[config.mk]
export PLATFORM = sky130hd
export DESIGN_NAME = stack_word_seq
export DESIGN_NICKNAME = d
export VERILOG_FILES = /design/src/rtl/stack_word_seq.sv
export SDC_FILE = /design/constraint.sdc
export NUM_CORES = 1
export LEC_CHECK = 0
export CAP_MARGIN = 20
export CELL_PAD_IN_SITES_DETAIL_PLACEMENT = 1
export CELL_PAD_IN_SITES_GLOBAL_PLACEMENT = 1
export CORE_ASPECT_RATIO = 0.9
export CORE_MARGIN = 5
export CORE_UTILIZATION = 31
export CTS_CLUSTER_DIAMETER = 100
export DETAILED_ROUTE_END_ITERATION = 10
export GPL_TIMING_DRIVEN = 0
export PLACE_DENSITY_LB_ADDON = 0.08
export SYNTH_ARGS = -nofsm -noshare
export SYNTH_HDL_FRONTEND = slang
export SYNTH_SLANG_ARGS = --single-unit
[constraint.sdc]
create_clock -name clk -period 2.15 [get_ports clk]
set_clock_uncertainty 0.1 [all_clocks]
set_input_delay 0.5375 -clock clk [delete_from_list [all_inputs] [get_ports clk]]
set_output_delay 0.5375 -clock clk [all_outputs]
set_load 0.03 [all_outputs]
[src/rtl/stack_word_seq.sv]
// Word-level sequencer in front of a byte-wide stack unit: splits 16-bit pushes and pops
// into two byte transactions, reassembles popped words and refuses overflow/underflow.
module stack_word_seq #(
  parameter logic [15:0] SP_LOW_LIMIT  = 16'h0002,
  parameter logic [15:0] SP_HIGH_LIMIT = 16'hFFFD
) (
  input  logic        clk,
  input  logic        reset,
  input  logic        req_push,
  input  logic        req_pop,
  input  logic [15:0] word_in,
  output logic [15:0] word_out,
  output logic        busy,
  output logic        done,
  output logic        err,
  output logic        stk_enable,
  output logic        stk_decrement,
  output logic        stk_increment,
  output logic [7:0]  stk_data_in,
  input  logic [7:0]  stk_data_out,
  input  logic [15:0] stk_sp
);

  typedef enum logic [2:0] {
    S_IDLE,
    S_PUSH_HI,
    S_PUSH_LO,
    S_POP_LO,
    S_POP_HI,
    S_POP_CAP,
    S_DONE,
    S_FAIL
  } state_t;

  state_t      state_q, state_d;
  logic [15:0] word_q, word_d;
  logic [15:0] word_out_q, word_out_d;
  logic        busy_q, busy_d;
  logic        done_q, done_d;
  logic        err_q, err_d;
  logic        stk_enable_q, stk_enable_d;
  logic        stk_decrement_q, stk_decrement_d;
  logic        stk_increment_q, stk_increment_d;
  logic [7:0]  stk_data_in_q, stk_data_in_d;

  always_comb begin
    // NOTE: every signal gets a default before the case so no path leaves it unassigned (no latches).
    state_d    = state_q;
    word_d     = word_q;
    word_out_d = word_out_q;

    case (state_q)
      S_IDLE: begin
        if (req_push && req_pop) begin
          state_d = S_FAIL;
        end else if (req_push) begin
          if (stk_sp < SP_LOW_LIMIT) begin
            state_d = S_FAIL;
          end else begin
            word_d  = word_in;
            state_d = S_PUSH_HI;
          end
        end else if (req_pop) begin
          state_d = (stk_sp > SP_HIGH_LIMIT) ? S_FAIL : S_POP_LO;
        end
      end
      S_PUSH_HI: state_d = S_PUSH_LO;
      S_PUSH_LO: state_d = S_DONE;
      S_POP_LO:  state_d = S_POP_HI;
      S_POP_HI: begin
        // Byte from the POP_LO increment is on stk_data_out now: it is the low byte.
        word_d[7:0] = stk_data_out;
        state_d     = S_POP_CAP;
      end
      S_POP_CAP: begin
        word_d[15:8] = stk_data_out;
        word_out_d   = {stk_data_out, word_q[7:0]};
        state_d      = S_DONE;
      end
      S_DONE:  state_d = S_IDLE;
      S_FAIL:  state_d = S_IDLE;
      default: state_d = S_IDLE;
    endcase
  end

  // Outputs are registered copies of the next-state decode, so they line up with state_q
  // and never carry a combinational path from the request inputs.
  always_comb begin
    busy_d          = (state_d != S_IDLE);
    done_d          = (state_d == S_DONE) || (state_d == S_FAIL);
    err_d           = (state_d == S_FAIL);
    stk_decrement_d = (state_d == S_PUSH_HI) || (state_d == S_PUSH_LO);
    stk_increment_d = (state_d == S_POP_LO) || (state_d == S_POP_HI);
    stk_enable_d    = stk_decrement_d || stk_increment_d;
    stk_data_in_d   = 8'h00;
    if (state_d == S_PUSH_HI) stk_data_in_d = word_d[15:8];
    if (state_d == S_PUSH_LO) stk_data_in_d = word_d[7:0];
  end

  always_ff @(posedge clk or posedge reset) begin
    if (reset) begin
      state_q         <= S_IDLE;
      word_q          <= 16'h0000;
      word_out_q      <= 16'h0000;
      busy_q          <= 1'b0;
      done_q          <= 1'b0;
      err_q           <= 1'b0;
      stk_enable_q    <= 1'b0;
      stk_decrement_q <= 1'b0;
      stk_increment_q <= 1'b0;
      stk_data_in_q   <= 8'h00;
    end else begin
      // NOTE: non-blocking assignments here so every flop samples pre-edge values.
      state_q         <= state_d;
      word_q          <= word_d;
      word_out_q      <= word_out_d;
      busy_q          <= busy_d;
      done_q          <= done_d;
      err_q           <= err_d;
      stk_enable_q    <= stk_enable_d;
      stk_decrement_q <= stk_decrement_d;
      stk_increment_q <= stk_increment_d;
      stk_data_in_q   <= stk_data_in_d;
    end
  end

  assign word_out      = word_out_q;
  assign busy          = busy_q;
  assign done          = done_q;
  assign err           = err_q;
  assign stk_enable    = stk_enable_q;
  assign stk_decrement = stk_decrement_q;
  assign stk_increment = stk_increment_q;
  assign stk_data_in   = stk_data_in_q;

endmodule

==> Word level (Yosys, flattened, before mapping) <==
Cells that the tools add are included.
{ "classes": {"muxes": 13, "n_eq_ne": 13, "n_reduce_logical": 9, "n_lt_le_gt_ge": 2} }
{ "op_table": {"columns": ["op", "count"], "rows": [
  ["16-bit two-way mux", 3],
  ["8-bit one-hot mux with 2 select lines", 2],
  ["3-bit == test, second input constant", 7],
  ["3-bit one-hot mux with 6 select lines", 1],
  ["16-bit greater-than comparator, second input constant", 1],
  ["16-bit by 2-bit < comparator with 1-bit output, second input constant", 1],
  ["8-bit two-way mux", 2],
  ["3-bit two-way mux", 5],
  ["3-bit by 2-bit == test with 1-bit output, second input constant", 4],
  ["3-bit by 1-bit == test with 1-bit output, second input constant", 2],
  ["1-bit logical OR", 4],
  ["2-bit OR reduction", 2],
  ["3-bit zero test", 1],
  ["3-bit nonzero test", 1],
  ["1-bit logical AND", 1]
]} }
{ "totals": {"in_bits": 44, "reg_bits": 49, "output_inout_bits": 30, "word_cells": 47} }

==> Longest topological paths before layout <==
Gate-level depths: netlist (run 1).
{ "depth": {"word_depth": 9, "mapped_depth": 9, "ltp_nobuf": 8} }

==> Worst setup path after synthesis (run 1) <==
OpenSTA, ideal clock, no wires.
{ "synth_path": {"path_type": "input to register", "start": "input stk_sp[14]", "end": "register stk_data_in_q[3], in the netlist stk_data_in[3]", "setup_slack_ns": -0.526, "stages": 7, "arrival_time_ns": 2.499, "setup_time_ns": 0.077, "required_ns": 1.973, "n_path_buf": 1, "path_cell_list": "or4_4 -> o41ai_4 -> a21oi_2 -> o221a_4 -> buf_6 -> a2111o_1 -> a21oi_1"} }
{ "synth_between": {"elab_chain_cells": 9, "word_cells_on_any_way": 17, "classes_between": "order compare: 2; eq/ne: 2; mux: 13"} }
{ "synth_rtl": {"columns": ["item", "line_no", "text"], "rows": [
  ["from (decl)", "21", "input logic [15:0] stk_sp"],
  ["16-bit greater-than comparator", "64", "state_d = (stk_sp > SP_HIGH_LIMIT) ? S_FAIL : S_POP_LO;"],
  ["3-bit two-way mux", "64", null],
  ["3-bit two-way mux", "63", "end else if (req_pop) begin"],
  ["3-bit two-way mux", "56", "end else if (req_push) begin"],
  ["3-bit two-way mux", "54", "if (req_push && req_pop) begin"],
  ["3-bit one-hot mux with 6 select lines", "52", "case (state_q)"],
  ["3-bit by 1-bit == test with 1-bit output", "96", "if (state_d == S_PUSH_HI) stk_data_in_d = word_d[15:8];"],
  ["8-bit two-way mux", "96", null],
  ["8-bit two-way mux *", "97", "if (state_d == S_PUSH_LO) stk_data_in_d = word_d[7:0];"],
  ["named net stk_data_in_d[3]", "44", "logic [7:0] stk_data_in_q, stk_data_in_d;"],
  ["to (signal assigned)", "123", "stk_data_in_q <= stk_data_in_d;"],
  ["to (decl)", "44", null]
]} }
Mark *: on every way through the listed nets, which the timed path passes. The rest lies on a longest branch.
A chain may end at the register's enable or synchronous reset.

==> Worst setup path in the final report (run 1) <==
{ "layout_path": {"start": "input stk_sp[7]", "end": "register stk_data_in_q[3], in the netlist stk_data_in[3]"} }
The elaborated chain is that of the path after synthesis.

==> results.yml, run 1 <==
timing:
  slew_violations: 0
  period_minus_slack_ns: 2.54
  max_freq_mhz: 394
  worstMarginPinSlew_ns: 0.557
  slew_headroom_pct: 62.9
  hold_viol: 0
  setup_viol: 25
  whs_ns: 0.382
  rsz0062_at_grt: "yes"
  setup_slack_ns: -0.391
  period_share_pct: 118
grt:
  grt_pass1_vias: 2222
  antenna_found_initial: 0
  grt_max_degree: 28
  overflow: 0
  grt_pass1_wl_um: 11500
  grt_usage_pct: 16.3
yosys:
  synth_area_per_cell_um2: 10.6
  ys_seq_elements: 49
  ys_warn_count: 0
  synth.net_count: 253
  netlist_instances: 208
  syn_area_mm2: 0.00221
  async_flop_share_pct: 100
  synth-seq-area-share_pct: 55.6
  synth-main-ff-cell: "dfrtp_1"
  synth_enable_flop_cells: 0
  synthDistinctLibCells: 38
clocking:
  worstSkewPairLatency_ns: 0.32
  cts-root-buf: "clkbuf_8"
  clk_pin_slew_worst_paths_ns: 0.10
  htree_levels: 2
  tritoncts: "yes"
  cts_buffers: 5
  clock-sinks: 49
  clockBufferDepth: 2
routing:
  ant_nets: 0
  first_iter_violations: 46
  drc: 0
  routed_via_density: 5.09
  dr_total_vias: 2047
  dr.pass1.iters: 4
  totalWireLength_um: 7310
  wl_per_cell_um: 18.2
pwr:
  leakagePower_nw: 1.59
  p_sw_mw: 2.57
  irDropWorstVdd_v: 0.000750
  p_sw_share_pct: 44.6
  cellPowerDensity_mw_per_mm2: 1640
  pwr-share-seq_pct: 26.9
  power_mw: 5.76
  combPwrFrac_pct: 62.7
  clkPwrFrac_pct: 10.5
  power.internal_mw: 3.19
worst_setup_path:
  startpoint: "stk_sp[7]"
  cp-end-kind: "flip-flop"
  critical_path.max_fanout: 4
  worstSetupStartpointType: "input pin"
  reg2reg_from: "state_q[2]"
  worst-endpoint-arrival_ns: 2.68
  critPathKind: "in -> reg"
  required_ns: 2.29
min_path:
  hp-start: "word_out[1]"
  worstHoldPathType: "reg -> reg"
floorplanning:
  die-area_mm2: 0.00891
  ios: 74
  die_w_um: 98.9
  core_area_mm2: 0.00700
  die_h_um: 90.1
  rows: 29
  start_util_pct: 31.5
layout:
  final_layout_size_suffix_gt1_share_pct: 31.1
  final_util_pct: 50.1
  multi_input_area_mm2: 0.00108
  diodes: 0
  nets: 353
  syn2layout_area_growth_pct: 59.1
  seqCellArea_mm2: 0.00123
  fillerInstances: 772
status:
  status: "complete, but fails checks"
  violations: "setup timing"
placement:
  dp_hpwl_um: 5170
  port_buffers: 72
  pre_cts_ws_ns: -1.22
  place_congestion: 0.869
flow_run:
  cap_violations: 0
[synth_stat cells, drive strengths merged, types with 2 or more instances]
cell type  instances  area, um^2
a32o               4        40.0
a2bb2oi            2        17.5
nand4              4        25.0
o22a               2        17.5
nor2b              2        12.5
o21ai              5        25.0
a21o               9        67.6
nand3              5        25.0
inv                8        30.0
nor3               8        40.0
a221o              8        80.1
a21oi             15        78.8
buf                2        18.8
nor4               3        18.8
or4                3        30.0
and3               8        50.1
a2111o             3        33.8
nor2               9        33.8
o22ai              5        31.3
nand2             31         116
or3                4        28.8
dfrtp             49        1230
clkbuf             8        30.0
[layout make-up]
class,instances,area share (%)
multi-input combinational,141,30.8
inverter,8,0.998
tap,93,3.31
buffer,10,1.85
timing repair buffer,93,25.3
clock inverter,2,0.463
clock buffer,6,2.35
sequential,49,34.9
[logic make-up (layout without fill, tap and decap cells)]
family,Yosys count,after routing,share of synthesized area (%)
adder cells (fa/ha/maj),1,1,0.567
XOR/XNOR,1,1,0.397
AO/OA/AOI/OAI,59,59,21.7
buffers and inverters,18,119,3.57
multiplexers,1,1,0.454
flip-flops,49,49,55.6
AND/OR/NAND/NOR,79,79,17.8
[power by group through the flow]
stage          registers (mW)  logic (mW)  clock network (mW)
2_1_floorplan            1.94        1.43                   0
3_3_place_gp             1.55        2.81                   0
3_5_place_dp             1.55        2.83                   0
4_1_cts                  1.54        3.27               0.621
5_1_grt                  1.59        3.90               0.659
6_report                 1.55        3.61               0.602
[cell usage in the layout, fill, tap and decap left out, types with 4 or more instances in the layout]
| cell | Yosys | layout |
|---|---|---|
| clkbuf_2 | 0 | 8 |
| dfrtp_1 | 49 | 49 |
| a221o_1 | 8 | 8 |
| a21oi_1 | 14 | 7 |
| a21o_1 | 9 | 9 |
| buf_4 | 1 | 15 |
| clkbuf_8 | 0 | 6 |
| nand3_1 | 5 | 5 |
| buf_6 | 1 | 14 |
| and3_1 | 8 | 8 |
| a21oi_2 | 1 | 6 |
| inv_1 | 8 | 5 |
| nand4_1 | 4 | 4 |
| nor2_2 | 0 | 6 |
| clkdlybuf4s50_1 | 0 | 55 |
| nand2_1 | 31 | 30 |
[per-layer routing]
layer / vias up / part of all wire, % / track usage (%)
met2: 49 / 47 / 25.2
met5: - / 0 / 0
met4: 0 / 0.92 / 4.10
met3: 6 / 4.5 / 3.41
li1: 968 / - / -
met1: 1024 / 47 / 23.2
[state kept, by name, summed over array words and instances, names as in the netlist]
name	count
state_q	3
stk_decrement	1
word_q	16
stk_enable	1
word_out	16
err	1
busy	1
stk_data_in	8
done	1
stk_increment	1
[metrics by stage]
step                instance area, um^2  setup TNS (ns)  std cells
finish                             3510           -4.66        402
global placement                   3060          -62.30        373
floorplan                          2220           -6.40        208
detailed placement                 3080          -30.69        374
global route                       3510           -6.09        402
CTS                                3350           -3.65        396
[timing repair]
item | in CTS | in global routing
resized for setup | 73 | 47
hold buffers | 0 | 0
buffers inserted | 14 | 8
pin swaps | 24 | 24
endpoints found under the setup margin | 33 | 43
[path summary, 6_finish.rpt]
path                       slack [ns]  cells past startpoint              to
min in group asynchronous        0.47                      2    word_out[12]
max reg2reg                     -0.19                      8  stk_data_in[3]
min reg2reg                      0.38                      2     word_out[1]
min                              0.38                      2     word_out[1]
max                             -0.39                      9  stk_data_in[3]
max in group asynchronous        0.95                      3       word_q[3]
[critical path: stages]
cell and delay [ns]:
buf_6 0.09, or4_4 0.56, o41ai_4 0.37, buf_4 0.20, a21oi_4 0.05, o221a_4 0.25
buf_6 0.13, a2111o_1 0.31, a21oi_2 0.18
No activity file was read; power rests on OpenSTA's default activity.
==> inputs of run 2 (changes only) <==
- CAP_MARGIN: 20 -> 10
==> results of run 2 <==
Same layout as run 1: the final DEF is identical, and so are final timing and power.
